**src/rtl/mem_port_arbiter.sv**
```systemverilog
// ---------------------------------------------------------------------------
// mem_port_arbiter
//
// Shares the single memory_system request port between two requesters:
//   requester 0 : load/store queue
//   requester 1 : instruction-fetch miss path
// Each accepted request gets a private 4-bit memory tag from a 16-entry
// pool. The tag table remembers the owner and the requester's own id, so a
// memory response can be steered back with the original id restored.
//
// Optional feature (compile-time macro MEM_ARB_RR_EN):
//   defined   : round-robin arbitration; on contention the requester not
//               granted most recently wins; the pointer moves only on a
//               transfer, and reset points it at requester 0.
//   undefined : fixed priority; requester 0 always wins, requester 1 is
//               granted only while r0_valid is low.
//
// Ports
//   clk, rst           rising-edge clock, synchronous active-high reset
//   rN_valid/addr/data/rw/id   request N (N=0,1), held until granted
//   rN_grant           combinational accept for request N this cycle
//   rN_rsp_valid/data/id       registered response pulse to requester N
//   mem_addr/data/rw/id/valid  registered request strobe to memory
//   mem_rdata/rid/ready        response from memory (tag in mem_rid)
//   mem_stall          memory cannot accept; blocks grant in the same cycle
//   out_cnt            number of outstanding tags, 0..16
//   err_spurious       sticky; response seen for a tag not outstanding
// ---------------------------------------------------------------------------
module mem_port_arbiter #(
  parameter int AW   = 32,
  parameter int DW   = 32,
  parameter int NTAG = 16
) (
  input  logic          clk,
  input  logic          rst,

  input  logic          r0_valid,
  input  logic [AW-1:0] r0_addr,
  input  logic [DW-1:0] r0_data,
  input  logic          r0_rw,
  input  logic [3:0]    r0_id,
  output logic          r0_grant,
  output logic          r0_rsp_valid,
  output logic [DW-1:0] r0_rsp_data,
  output logic [3:0]    r0_rsp_id,

  input  logic          r1_valid,
  input  logic [AW-1:0] r1_addr,
  input  logic [DW-1:0] r1_data,
  input  logic          r1_rw,
  input  logic [3:0]    r1_id,
  output logic          r1_grant,
  output logic          r1_rsp_valid,
  output logic [DW-1:0] r1_rsp_data,
  output logic [3:0]    r1_rsp_id,

  output logic [AW-1:0] mem_addr,
  output logic [DW-1:0] mem_data,
  output logic          mem_rw,
  output logic [3:0]    mem_id,
  output logic          mem_valid,
  input  logic [DW-1:0] mem_rdata,
  input  logic [3:0]    mem_rid,
  input  logic          mem_ready,
  input  logic          mem_stall,

  output logic [4:0]    out_cnt,
  output logic          err_spurious
);

  localparam logic [4:0] CNT_FULL = 5'(NTAG);

  // Tag table
  logic [NTAG-1:0] busy;
  logic [NTAG-1:0] owner;             // 0 = requester 0, 1 = requester 1
  logic [3:0]      orig_id [NTAG];

  logic            free_found;
  logic [3:0]      free_tag;
  logic            issue_ok;
  logic            xfer0;
  logic            xfer1;
  logic            xfer;
  logic            rsp_hit;
  logic            rsp_miss;
  logic            rsp_owner;

  // Lowest-index free tag; computed from the table state at the start of
  // the cycle, so a tag freed this cycle only becomes allocatable next cycle.
  always_comb begin
    free_found = 1'b0;
    free_tag   = '0;
    for (int unsigned i = 0; i < NTAG; i++) begin
      if (!busy[i] && !free_found) begin
        free_found = 1'b1;
        free_tag   = 4'(i);
      end
    end
  end

  assign issue_ok = !rst && !mem_stall && (out_cnt < CNT_FULL) && free_found;

`ifdef MEM_ARB_RR_EN
  // Requester that wins the next tie.
  logic rr_prio;

  always_comb begin
    r0_grant = 1'b0;
    r1_grant = 1'b0;
    if (issue_ok) begin
      if (r0_valid && r1_valid) begin
        r0_grant = !rr_prio;
        r1_grant = rr_prio;
      end else begin
        r0_grant = r0_valid;
        r1_grant = r1_valid;
      end
    end
  end

  always_ff @(posedge clk) begin
    if (rst) begin
      rr_prio <= 1'b0;
    end else if (xfer) begin
      rr_prio <= xfer0;
    end
  end
`else
  always_comb begin
    r0_grant = 1'b0;
    r1_grant = 1'b0;
    if (issue_ok) begin
      r0_grant = r0_valid;
      r1_grant = r1_valid && !r0_valid;
    end
  end
`endif

  assign xfer0 = r0_valid && r0_grant;
  assign xfer1 = r1_valid && r1_grant;
  assign xfer  = xfer0 || xfer1;

  assign rsp_hit   = mem_ready && busy[mem_rid];
  assign rsp_miss  = mem_ready && !busy[mem_rid];
  assign rsp_owner = owner[mem_rid];

  // Table update. The allocated tag is never busy and the freed tag always
  // is, so the two writes to busy never target the same entry.
  always_ff @(posedge clk) begin
    if (rst) begin
      busy <= '0;
    end else begin
      if (xfer) begin
        busy[free_tag]    <= 1'b1;
        owner[free_tag]   <= xfer1;
        orig_id[free_tag] <= xfer1 ? r1_id : r0_id;
      end
      if (rsp_hit) begin
        busy[mem_rid] <= 1'b0;
      end
    end
  end

  always_ff @(posedge clk) begin
    if (rst) begin
      out_cnt <= '0;
    end else begin
      case ({xfer, rsp_hit})
        2'b10:   out_cnt <= out_cnt + 5'd1;
        2'b01:   out_cnt <= out_cnt - 5'd1;
        default: out_cnt <= out_cnt;
      endcase
    end
  end

  always_ff @(posedge clk) begin
    if (rst) begin
      mem_valid <= 1'b0;
      mem_addr  <= '0;
      mem_data  <= '0;
      mem_rw    <= 1'b0;
      mem_id    <= '0;
    end else begin
      mem_valid <= xfer;
      if (xfer) begin
        mem_addr <= xfer1 ? r1_addr : r0_addr;
        mem_data <= xfer1 ? r1_data : r0_data;
        mem_rw   <= xfer1 ? r1_rw   : r0_rw;
        mem_id   <= free_tag;
      end
    end
  end

  always_ff @(posedge clk) begin
    if (rst) begin
      r0_rsp_valid <= 1'b0;
      r0_rsp_data  <= '0;
      r0_rsp_id    <= '0;
      r1_rsp_valid <= 1'b0;
      r1_rsp_data  <= '0;
      r1_rsp_id    <= '0;
    end else begin
      r0_rsp_valid <= rsp_hit && !rsp_owner;
      r1_rsp_valid <= rsp_hit && rsp_owner;
      if (rsp_hit && !rsp_owner) begin
        r0_rsp_data <= mem_rdata;
        r0_rsp_id   <= orig_id[mem_rid];
      end
      if (rsp_hit && rsp_owner) begin
        r1_rsp_data <= mem_rdata;
        r1_rsp_id   <= orig_id[mem_rid];
      end
    end
  end

  always_ff @(posedge clk) begin
    if (rst) begin
      err_spurious <= 1'b0;
    end else if (rsp_miss) begin
      err_spurious <= 1'b1;
    end
  end

endmodule

```
**config.mk**
```make
export PLATFORM = sky130hd
export DESIGN_NAME = mem_port_arbiter
export DESIGN_NICKNAME = d
export VERILOG_FILES = /design/src/rtl/mem_port_arbiter.sv
export SDC_FILE = /design/constraint.sdc
export NUM_CORES = 1
export LEC_CHECK = 0
export CORE_AREA = 2 2 151 153
export CTS_CLUSTER_DIAMETER = 30
export DETAILED_ROUTE_END_ITERATION = 16
export DIE_AREA = 0 0 153 155
export PLACE_DENSITY = 0.8
export SLEW_MARGIN = 20
export SYNTH_ARGS = -nofsm -noshare
export SYNTH_HDL_FRONTEND = slang
export SYNTH_SLANG_ARGS = --single-unit
```
**constraint.sdc**
```tcl
create_clock -name clk -period 4.1 [get_ports clk]
set_clock_uncertainty 0.2 [all_clocks]
set_input_delay 0.41 -clock clk [delete_from_list [all_inputs] [get_ports clk]]
set_output_delay 0.41 -clock clk [all_outputs]
set_load 0.005 [all_outputs]
```
==> After elaboration in Yosys (flattened, before gate mapping) <==
Memories as Yosys holds them, arrays and structs flattened.
Cells that the tools add are included.
{ "totals": {"ff_bits": 182, "mem_bits_rw": 64, "in_bits": 180, "word_cells": 146, "memories": 1} }
{ "memory_table": {"columns": ["name", "depth", "word_bits", "rd", "rd_clocked_by_memory_dff", "wr", "line_no", "text"], "rows": [
  ["orig_id", 16, 4, 1, 0, 1, "76", "logic [3:0] orig_id [NTAG];"]
]} }
{ "classes": {"add_sub_neg": 2, "magnitude_cmp": 5, "n_eq_ne": 2, "n_mux": 53, "bitwise": 4, "n_reduce_logical": 64} }
{ "op_table": {"columns": ["operator", "n"], "rows": [
  ["2-to-1 mux 32 bit", 2],
  ["2-to-1 mux 4 bit", 15],
  ["2-to-1 mux 16 bit", 3],
  ["zero test 1 bit", 34],
  ["logical AND 1 bit", 27],
  ["2-to-1 mux 1 bit", 27],
  ["bitwise AND 16 bit", 1],
  ["bitwise mux 16 bit", 1],
  ["inverter 16 bit", 1],
  ["OR 16 bit", 1],
  ["less-than comparator 4 x 5 -> 1 bit (second input constant)", 2],
  ["one-hot mux 5 bit (2 select lines)", 1],
  ["binary-select mux 1 bit (select 4 bit)", 2],
  ["demux 1 bit (select 4 bit)", 2],
  ["greater-or-equal comparator 4 x 1 -> 1 bit (second input constant)", 2],
  ["adder 5 x 1 -> 5 bit (second input constant)", 1],
  ["less-than comparator 5 bit (second input constant)", 1],
  ["subtractor 5 x 1 -> 5 bit (second input constant)", 1],
  ["equality test 2 x 1 -> 1 bit (second input constant)", 1],
  ["equality test 2 bit (second input constant)", 1],
  ["AND reduction 2 bit", 1],
  ["nonzero test 2 bit", 1],
  ["logical OR 1 bit", 1],
  ["inverter 1 bit", 1]
]} }

==> Longest topological paths before layout <==
Gate-level depths: netlist of the first run.
{ "logic_depth": {"word_depth": 54, "ltp_mapped": 16, "mapped_depth_nobuf": 14} }

==> Worst setup path after synthesis of the first run <==
Ideal clock, no wire load.
{ "synth_path": {"path_kind": "input port to flip-flop", "from": "input mem_rid[0]", "to": "register out_cnt[4]", "arrival_time_ns": 3.194, "setup_slack_ns": 0.578, "cell_stages": 15, "path_buffers": 2, "cell_sequence": "buf_6 -> mux4_1 -> and4_4 -> nor2_8 -> nand2_1 -> ha_1 -> clkbuf_1 -> xor2_1 -> ha_1 -> or3b_2 -> a21oi_1 -> o21bai_1 -> a21oi_1 -> xnor2_1 -> nor2_1"} }
{ "synth_between": {"elab_chain_cells": 5} }
{ "synth_rtl": {"columns": ["element", "line_no", "text"], "rows": [
  ["start: declaration", "63", "input logic [3:0] mem_rid,"],
  ["binary-select mux 1 bit (select 4 bit) (*)", "143", "assign rsp_hit = mem_ready && busy[mem_rid];"],
  ["2-to-1 mux 1 bit (implied by the code) (*)", "143", null],
  ["logical AND 1 bit (*)", "143", null],
  ["equality test 2 x 1 -> 1 bit or equality test 2 bit (tied branches)", "168", "case ({xfer, rsp_hit})"],
  ["one-hot mux 5 bit (2 select lines) or nonzero test 2 bit (tied branches)", null, null],
  ["end signal: assignment", "169", "2'b10: out_cnt <= out_cnt + 5'd1;"],
  ["end signal: assignment", "170", "2'b01: out_cnt <= out_cnt - 5'd1;"],
  ["end signal: assignment", "171", "default: out_cnt <= out_cnt;"],
  ["end: declaration", "67", "output logic [4:0] out_cnt,"]
]} }
Mark *: on every way between the ends. The rest lies on a longest branch, timed or not. The select of a mux whose other input is x is not followed.
A chain may end at the register's enable or synchronous reset.

==> Worst setup path after layout of the first run <==
{ "layout_path": {"from": "register busy[3]", "to": "register out_cnt[4]"} }
{ "layout_between": {"elab_chain_cells": 45} }
{ "layout_rtl": {"columns": ["element", "line_no", "text"], "rows": [
  ["start: declaration", "74", "logic [NTAG-1:0] busy;"],
  ["start signal: assignment", "151", "busy <= '0;"],
  ["start signal: indexed assignment", "154", "busy[free_tag] <= 1'b1;"],
  ["start signal: indexed assignment", "159", "busy[mem_rid] <= 1'b0;"],
  ["zero test 1 bit", "94", "if (!busy[i] && !free_found) begin"],
  ["logical AND 1 bit", "94", null],
  ["2-to-1 mux 1 bit", "94", null],
  ["zero test 1 bit", "94", null],
  ["logical AND 1 bit", "94", null],
  ["2-to-1 mux 1 bit", "94", null],
  ["zero test 1 bit", "94", null],
  ["logical AND 1 bit", "94", null],
  ["(+29 left out)", null, null],
  ["logical AND 1 bit", "94", null],
  ["2-to-1 mux 1 bit", "94", null],
  ["logical AND 1 bit", "101", "assign issue_ok = !rst && !mem_stall && (out_cnt < CNT_FULL) && free_found;"],
  ["2-to-1 mux 1 bit", "132", "if (issue_ok) begin"],
  ["logical AND 1 bit, on equally long branches", "139, 140", null],
  ["logical OR 1 bit", "141", "assign xfer = xfer0 || xfer1;"],
  ["equality test 2 x 1 -> 1 bit or equality test 2 bit (tied branches)", "168", null],
  ["one-hot mux 5 bit (2 select lines) or nonzero test 2 bit (tied branches)", null, null]
]} }
Parallel ways exist; a longest one is shown, timed or not. The select of a mux whose other input is x is not followed.

==> results.toml, run 1 <==
[logic_synthesis]
synth_top_area_cell = "dfxtp_1"
synth_cells = 874
synth_top_area_share_pct = 33.1
synth_edf_count = 80
ys_async_sr_fraction_pct = 0
ys_top_cells_by_area = "dfxtp_1 33%, edfxtp_1 24%, mux2i_1 6.9%, nor2_1 6.1%, a211oi_1 5.5%"
yosysSeqAreaShare_pct = 57.0
syn_area_mm2 = 0.0100
synth_cell_types = 59
synth_area_per_cell_um2 = 11.5
ys_ff_latch = 246
ys.flop_type = "dfxtp_1"
syn_nets = 1057
yosysWarnings = 0

[critical_path]
cp-start-kind = "flip-flop"
required_ns = 4.28
reg2reg_from = "busy[3]"
crit_start = "busy[3]"
critPathKind = "flip-flop to flip-flop"
arrival_ns = 3.61
end_kind = "flip-flop"
critical_path.max_fanout = 9

[timing]
slew-limit-headroom_pct = 39.5
layout_min_cycle_time_ns = 3.43
worst_pin_slew_ns = 0.900
period_share_pct = 83.7
rsz0062_at_grt = "no"
setup_tns_ns = 0
setup_viol = 0
timing.fmax_mhz = 292
slew_violations = 0
final_hold_viol_count = 0

[place]
numPortBuffers = 331
dp_hpwl_um = 20500
gp_congestion = 0.928

[global_routing]
grt-ovfl-total = 0
antenna_found_initial = 0
grt_pass1_wl_um = 45800
grt_pass1_vias = 8144
track_usage_pct = 24.1
grt_max_degree = 88

[finish]
antennaDiodeCount = 0
utilization_pct = 67.6
drive_gt1_share_pct = 11.4
fin_nets = 1392
multiInputGateArea_mm2 = 0.00394
nFillCells = 1652
synthToLayoutAreaGrowth_pct = 49.7
regArea_mm2 = 0.00573

[hold_path]
min_path_type = "flip-flop to flip-flop"
worstHoldStart = "r0_rsp_id[2]"

[drt]
remaining_drc_errors = 0
vias = 8344
first_pass_iters = 5
wl_um = 29500
antenna_left = 0
drt_iter0_drc = 591
viasPerCell = 5.46
routedWlPerCell_um = 19.3

[die]
rows = 55
die_w_um = 153
start_util_pct = 45.2
fp.coreArea_mm2 = 0.0222
io_pins = 332
die_h_um = 155
dieArea_mm2 = 0.0237

[power]
power_mw = 6.85
p_leak_nw = 5.19
power_density_mw_per_mm2 = 456
ir_worst_vdd_mv = 0.247

[clocking]
clock-sinks = 246
post_cts_buffers = 0
clk_path_buf_depth = 3
htreeDepth = 2
clk_pin_slew_worst_paths_ns = 0.05
ctsResizeCount = 0
cts_root_buffer = "clkbuf_16"
cts-hold-fix-buffers = 0
numCtsBuffers = 45
cts_tree = "yes"
clk_latency_ns = 0.52

[flow_run]
cap_violations = 0

[outcome]
status = "finished, final reports clean"
[cells in the final DEF, fill, tap and decap left out, types with 4 or more instances in the layout]
master           netlist  routed
clkdlybuf4s50_1        0     330
dfxtp_1              166     166
nor2_1               163     162
edfxtp_1              80      80
a211oi_1              74      74
mux2i_1               69      69
o22ai_1               64      64
clkbuf_16              0      48
buf_4                  2      20
mux4_2                19      19
nand2_1               18      17
a21oi_1               16      16
o21ai_0               13      13
nand2b_1              12      12
inv_1                 10       9
a22oi_1                9       9
clkinv_2               0       9
nor3_1                 8       8
nor2b_1                8       7
nand3_1                6       6
a221oi_1               5       5
inv_6                  0       5
and4_1                 4       4
a311oi_1               4       4
o21a_1                 4       4
mux2_2                 4       4
a22oi_2                4       4
xor2_1                 4       4
a31oi_1                4       4
clkbuf_8               0       4
clkinvlp_4             0       4
[cell families (layout without fill, tap and decap cells)]
logic type | after synthesis | count (layout) | synth area share, %
AND/OR/NAND/NOR | 242 | 242 | 11.2
AO/OA/AOI/OAI | 209 | 209 | 14.6
adder cells (fa/ha/maj) | 3 | 3 | 0.374
XOR/XNOR | 5 | 5 | 0.436
multiplexers | 95 | 95 | 12.4
flip-flops | 246 | 246 | 57.0
buffers and inverters | 74 | 442 | 3.91
[per-stage QoR]
step	hold slack [ns]	worst slack, ns	cells	cell area, um^2
6_report	0.273	0.670	1527	15000
5_1_grt	0.294	0.411	1527	15000
4_1_cts	0.274	0.643	1527	15000
3_5_place_dp	0.264	0.174	1447	13600
3_3_place_gp	0.246	0.175	1447	13600
2_1_floorplan	0.252	0.578	874	10000
[routing by layer]
layer,vias up,wire [um],track usage (%)
li1,3961,-,-
met5,-,0,0
met2,406,14200,39.4
met3,59,2310,5.99
met1,3918,12300,31.8
met4,0,715,7.76
[flip-flops by register name (all words and copies together), names as in the netlist]
signal and count:
mem_addr 32, r1_rsp_id 4, owner 16, r1_rsp_valid 1, r0_rsp_data 32, r0_rsp_valid 1
mem_data 32, r1_rsp_data 32, busy 16, mem_rw 1, orig_id 64, r0_rsp_id 4
out_cnt 5, mem_valid 1, err_spurious 1, mem_id 4
[path summary, 6_finish.rpt]
check / endpoint / slack, ns / depth (start not counted)
max reg2reg: out_cnt[4] / 0.67 / 13
max: out_cnt[4] / 0.67 / 13
min: r0_rsp_id[2] / 0.27 / 2
min reg2reg: r0_rsp_id[2] / 0.27 / 2
[critical path: stages, from the launching register on]
cell and delay, ns:
dfxtp_1 0.40, and4_1 0.43, nand3_1 0.26, nor2_1 0.35, nor2_4 0.06, inv_1 0.10, buf_4 0.17, ha_1 0.28
or3b_2 0.46, a21oi_1 0.15, o21bai_1 0.09, a21oi_1 0.15, xnor2_1 0.13, nor2_1 0.05
[final cells by class]
| type | instances | share of cell area (%) |
|---|---|---|
| sequential | 246 | 38.1 |
| multi-input combinational | 554 | 26.2 |
| timing repair buffer | 352 | 23.2 |
| clock buffer | 55 | 8.43 |
| tap | 285 | 2.37 |
| clock inverter | 25 | 1.42 |
| inverter | 10 | 0.250 |
[power by group]
part | total [mW] | leakage [nW] | internal [mW] | switching [mW]
Clock | 3.53 | 0.726 | 2.32 | 1.21
Sequential | 2.63 | 2.09 | 2.59 | 0.0415
Combinational | 0.686 | 2.38 | 0.389 | 0.297
Total | 6.85 | 5.19 | 5.30 | 1.55
[cell usage after synthesis (9+ instances only)]
cell type and number:
nand2_1 18, nand2b_1 12, o21ai_0 13, a21oi_1 16
edfxtp_1 80, buf_2 11, o22ai_1 64, a22oi_1 9
dfxtp_1 166, a211oi_1 74, inv_1 10, clkbuf_1 37
mux2i_1 69, mux4_2 19, nor2_1 163
(Power assumes the default switching activity.)
==> run 2, diff against run 1 <==
--- a/config.mk
+++ b/config.mk
@@ -5,11 +5,11 @@
 export SDC_FILE = /design/constraint.sdc
 export NUM_CORES = 1
 export LEC_CHECK = 0
-export CORE_AREA = 2 2 151 153
+export CORE_AREA = 2 2 158 160
 export CTS_CLUSTER_DIAMETER = 30
 export DETAILED_ROUTE_END_ITERATION = 16
-export DIE_AREA = 0 0 153 155
-export PLACE_DENSITY = 0.8
+export DIE_AREA = 0 0 160 162
+export PLACE_DENSITY = 0.76
 export SLEW_MARGIN = 20
 export SYNTH_ARGS = -nofsm -noshare
 export SYNTH_HDL_FRONTEND = slang
==> constraint.sdc (replaced) <==
create_clock -name clk -period 2.9 [get_ports clk]
set_clock_uncertainty 0.2 [all_clocks]
set_input_delay 0.29 -clock clk [delete_from_list [all_inputs] [get_ports clk]]
set_output_delay 0.29 -clock clk [all_outputs]
set_load 0.005 [all_outputs]
==> run 2 against run 1 <==
  * Die area rose by 9.3%
  * Critical endpoint unchanged
  * Via count rose by 3.8%
  * Largest power group unchanged
  * Largest cell class unchanged
  * First-iteration DRC count rose by 5.2%
==> results.toml, run 2 (same netlist as run 1, synthesis figures left out) <==
[critical_path]
cp-start-kind = "flip-flop"
critical_path.max_fanout = 2
end_kind = "flip-flop"
timing.reg2reg.setup_slack_ns = 0.02
ff2ff_path_depth = 13
required_ns = 3.08
r2r_end = "out_cnt[4]"
critPathKind = "flip-flop to flip-flop"
arrival_ns = 3.06
reg2reg_from = "busy[15]"

[die]
rows = 57
die_h_um = 162
die_w_um = 160
io_pins = 332
fp.coreArea_mm2 = 0.0241
start_util_pct = 41.6
dieArea_mm2 = 0.0259

[hold_path]
holdPathEnd = "r0_rsp_data[10]"
worstHoldStart = "rst"
min_path_cells = 3
min_path_type = "input port to flip-flop"

[timing]
layout_min_cycle_time_ns = 2.88
fin_ws_ns = 0.0209
slew-limit-headroom_pct = 43.0
period_share_pct = 99.3
worst_pin_slew_ns = 0.855
timing.fmax_mhz = 347
final_hold_viol_count = 0
setup_viol = 0
slew_violations = 0
hold_slack_ns = 0.0783
rsz0062_at_grt = "yes"

[flow_run]
cap_violations = 0

[global_routing]
grt_max_degree = 83
antenna_found_initial = 1
grt_pass1_wl_um = 47900
grt_pass1_vias = 8925
grt-ovfl-total = 0
track_usage_pct = 23.2

[power]
ir_worst_vdd_mv = 0.375
p_leak_nw = 5.60
power_density_mw_per_mm2 = 635

[clocking]
clk_latency_ns = 0.53
cts_tree = "yes"
clock-sinks = 246
htreeDepth = 2
cts_root_buffer = "clkbuf_16"
clk_pin_slew_worst_paths_ns = 0.05
clk_path_buf_depth = 3
numCtsBuffers = 45

[place]
placed_cells = 1554
numPortBuffers = 331
dp_hpwl_um = 21800
gp_congestion = 0.956
dp_worst_setup_slack_ns = -0.662

[outcome]
status = "finished, final reports clean"

[drt]
vias = 8658
first_pass_iters = 4
viasPerCell = 5.28
routedWlPerCell_um = 18.9
remaining_drc_errors = 0
wl_um = 31000
drt_iter0_drc = 622
antenna_left = 0

[finish]
regArea_mm2 = 0.00573
drive_gt1_share_pct = 17.0
multiInputGateArea_mm2 = 0.00397
synthToLayoutAreaGrowth_pct = 57.0
largest_reg_flops = 64
final_common_cell = "clkdlybuf4s50_1"
nFillCells = 1897
fin_nets = 1461
final_cell_mix = "329 x clkdlybuf4s50_1, 163 x dfxtp_1, 161 x nor2_1"
top_register = "orig_id"
layoutNonFillerInstCount = 1640
==> run 2: cell types whose count changed in the layout (fill, tap and decap cells not counted), moves of 2 or more <==
cell | previous run | this run
buf_4 | 20 | 86
inv_6 | 5 | 8
ha_1 | 3 | 1
clkinv_2 | 9 | 5
dfxtp_1 | 166 | 163
buf_12 | 2 | 5
dfxtp_2 | 0 | 3
bufinv_16 | 2 | 4
==> run 2: cell type report <==
cell class | count | area share (%)
Sequential cell | 246 | 36.4
Tap cell | 324 | 2.57
Antenna cell | 1 | 0.0159
Inverter | 10 | 0.238
Multi-Input combinational cell | 554 | 25.2
Timing Repair Buffer | 421 | 25.7
Clock buffer | 55 | 8.04
Clock inverter | 29 | 1.92
==> run 2: power by group <==
part           switching (mW)  internal [mW]
Combinational           0.429          0.579
Sequential             0.0559           3.66
Clock                    1.78           3.50
==> run 2: routing by layer <==
layer	GRT usage (%)	part of all wire, %	vias to the layer above
met3	6.33	7.8	64
li1	-	-	4100
met5	0	0	-
met1	28.0	41	4121
met4	9.62	3.0	0
met2	39.5	49	373
==> run 2: repair_timing <==
| action | in CTS | in global routing |
|---|---|---|
| gates resized for setup | 5 | 2 |
| buffers inserted | 1 | 0 |
| endpoints found under the setup margin | 1 | 4 |
| hold buffers | 0 | 0 |
| pin swaps | 4 | 0 |
==> run 2: how the worst max path moves through the flow <==
stage | from | end | slack [ns] | cells after the start
after floorplan | mem_rid[0] | out_cnt[4] | -0.24 | 15
after global placement | mem_rid[0] | out_cnt[4] | -0.62 | 14
after CTS | busy[15] | out_cnt[4] | 0.01 | 13
after detailed placement | mem_rid[0] | out_cnt[4] | -0.66 | 14
after global routing | busy[15] | out_cnt[4] | -0.1 | 13
final | busy[15] | out_cnt[4] | 0.02 | 13
==> run 2: critical path: stages (launching register included) <==
cell	delay [ns]
dfxtp_2	0.33
mux4_2	0.48
and4_4	0.19
nor2_8	0.12
nand2_4	0.06
ha_4	0.15
xor2_1	0.14
ha_2	0.18
or3b_4	0.37
a21oi_2	0.12
o21bai_1	0.07
a21oi_1	0.15
xnor2_1	0.13
nor2_1	0.05
==> run 2: through the flow <==
step | instance area, um^2 | power, mW | setup TNS [ns] | utilization [%]
2_1_floorplan | 10100 | 4.19 | -0.242 | -
3_3_place_gp | 14200 | 4.77 | -18.19 | 58.8
3_5_place_dp | 14200 | 4.79 | -23.85 | 58.8
4_1_cts | 15800 | 10.1 | 0 | 65.4
5_1_grt | 15800 | 10.3 | -0.0958 | 65.4
6_report | 15800 | 10.0 | 0 | 65.4
==> run 3, diff against run 2 <==
--- a/config.mk
+++ b/config.mk
@@ -10,6 +10,7 @@
 export DETAILED_ROUTE_END_ITERATION = 16
 export DIE_AREA = 0 0 160 162
 export PLACE_DENSITY = 0.76
+export SKIP_CTS_REPAIR_TIMING = 1
 export SLEW_MARGIN = 20
 export SYNTH_ARGS = -nofsm -noshare
 export SYNTH_HDL_FRONTEND = slang
==> run 3 against run 2 <==
  * Clock power barely moved
  * Sequential power barely moved
  * Worst setup slack improved by 0.014 ns
  * Critical path depth did not move
  * Global-route usage barely moved
  * Sequential share of layout area barely moved
  * First-iteration DRC count rose by 16%
  * Utilization rose by 0.057 points
  * Non-clock buffer count rose by 1
  * Die area did not move
  * Flip-flop and latch count did not move
  * Critical endpoint unchanged
  * Largest cell class unchanged
==> results.toml, run 3 (same netlist as run 1, synthesis figures left out) <==
[critical_path]
cp-start-kind = "flip-flop"
critPathTopFamily = "simple AND/OR/NAND/NOR gates"
ff2ff_path_depth = 13
r2r_end = "out_cnt[4]"
critPathBufInv = 0
critical_path.max_fanout = 2
cpMaxStageDelayCell = "mux4_2"
reg2reg_from = "busy[14]"
cp_cell_sequence = "mux4_2 > and4_4 > nor2_8 > nand2_4 > ha_4 > xor2_1 > ha_2 > or3b_4 > a21oi_2 > o21bai_1 > a21oi_1 > xnor2_1 > nor2_1"
timing.reg2reg.setup_slack_ns = 0.03
arrival_ns = 3.04
required_ns = 3.08
cpPeakStageDelay_ns = 0.47
critPathKind = "flip-flop to flip-flop"
end_kind = "flip-flop"

[finish]
utilization_pct = 65.4
final_common_cell = "clkdlybuf4s50_1"
drive_gt1_share_pct = 17.2
top_register = "orig_id"
multiInputGateArea_mm2 = 0.00397
synthToLayoutAreaGrowth_pct = 57.1
nFillCells = 1899
final_cell_mix = "329 x clkdlybuf4s50_1, 161 x nor2_1, 161 x dfxtp_1"
fin_nets = 1462
largest_reg_flops = 64
layoutNonFillerInstCount = 1641
regArea_mm2 = 0.00573

[timing]
final_hold_viol_count = 0
rsz0062_at_grt = "yes"
timing.fmax_mhz = 349
hold_slack_ns = 0.0780
slew_violations = 0
fin_ws_ns = 0.0349
period_share_pct = 98.8
worst_pin_slew_ns = 0.854
setup_viol = 0
layout_min_cycle_time_ns = 2.87
slew-limit-headroom_pct = 43.1

[die]
die_h_um = 162
rows = 57
start_util_pct = 41.6
die_w_um = 160
io_pins = 332
dieArea_mm2 = 0.0259
fp.coreArea_mm2 = 0.0241

[outcome]
status = "finished, final reports clean"

[clocking]
clk_latency_ns = 0.52
cts_tree = "yes"
htreeDepth = 2
clk_pin_slew_worst_paths_ns = 0.05
clk_path_buf_depth = 3
clock-sinks = 246
cts_root_buffer = "clkbuf_16"
numCtsBuffers = 45

[global_routing]
grt_pass1_vias = 8913
antenna_found_initial = 1
grt-ovfl-total = 0
grt_pass1_wl_um = 47900
track_usage_pct = 23.2
grt_max_degree = 83

[power]
p_leak_nw = 5.62
power_density_mw_per_mm2 = 634
ir_worst_vdd_mv = 0.376
power_mw = 10.0

[drt]
remaining_drc_errors = 0
routedWlPerCell_um = 18.8
first_pass_iters = 4
drt_iter0_drc = 720
wl_um = 30900
viasPerCell = 5.27
antenna_left = 0
vias = 8646

[hold_path]
min_path_type = "input port to flip-flop"
holdPathEnd = "r0_rsp_data[10]"
min_path_cells = 3
worstHoldStart = "rst"

[place]
gp_congestion = 0.956
numPortBuffers = 331
placed_cells = 1554
dp_hpwl_um = 21800
dp_worst_setup_slack_ns = -0.662

[flow_run]
cap_violations = 0
run 3: worst max-delay path by stage:
stage                             to  slack, ns  cells after the start  startpoint
after floorplan           out_cnt[4]      -0.24                     15  mem_rid[0]
after global placement    out_cnt[4]      -0.62                     14  mem_rid[0]
after detailed placement  out_cnt[4]      -0.66                     14  mem_rid[0]
after CTS                 out_cnt[4]      -0.12                     14  mem_rid[0]
after global routing      out_cnt[4]      -0.09                     13    busy[14]
final                     out_cnt[4]       0.03                     13    busy[14]
run 3: through the flow:
stage               setup TNS (ns)  instance area [um^2]
floorplan                   -0.242                 10100
global placement            -18.19                 14200
detailed placement          -23.85                 14200
CTS                         -0.117                 15700
global route               -0.0859                 15800
finish                           0                 15800
run 3: worst min-delay path: stages:
cell and delay (ns):
buf_4 0.13, buf_4 0.23, nor2_1 0.12
run 3: metal layers:
layer  routed length [um]  GRT usage, %  part of all wire [%]
met4                 1010          9.62                   3.3
met1                12500          28.3                    40
met2                14900          39.5                    48
met3                 2460          5.98                   8.0
met5                    0             0                     0
run 3: area by class of cell:
| class | count | share of cell area (%) |
|---|---|---|
| tap | 324 | 2.57 |
| clock inverter | 29 | 1.92 |
| antenna | 1 | 0.0159 |
| clock buffer | 55 | 8.04 |
| inverter | 10 | 0.238 |
| sequential | 246 | 36.3 |
| multi-input combinational | 554 | 25.1 |
| timing repair buffer | 422 | 25.7 |
run 3: where the power goes:
part	leakage [nW]	total [mW]	internal [mW]	switching, mW
Combinational	2.76	1.01	0.579	0.430
Clock	0.764	5.28	3.50	1.78
Sequential	2.09	3.72	3.66	0.0559
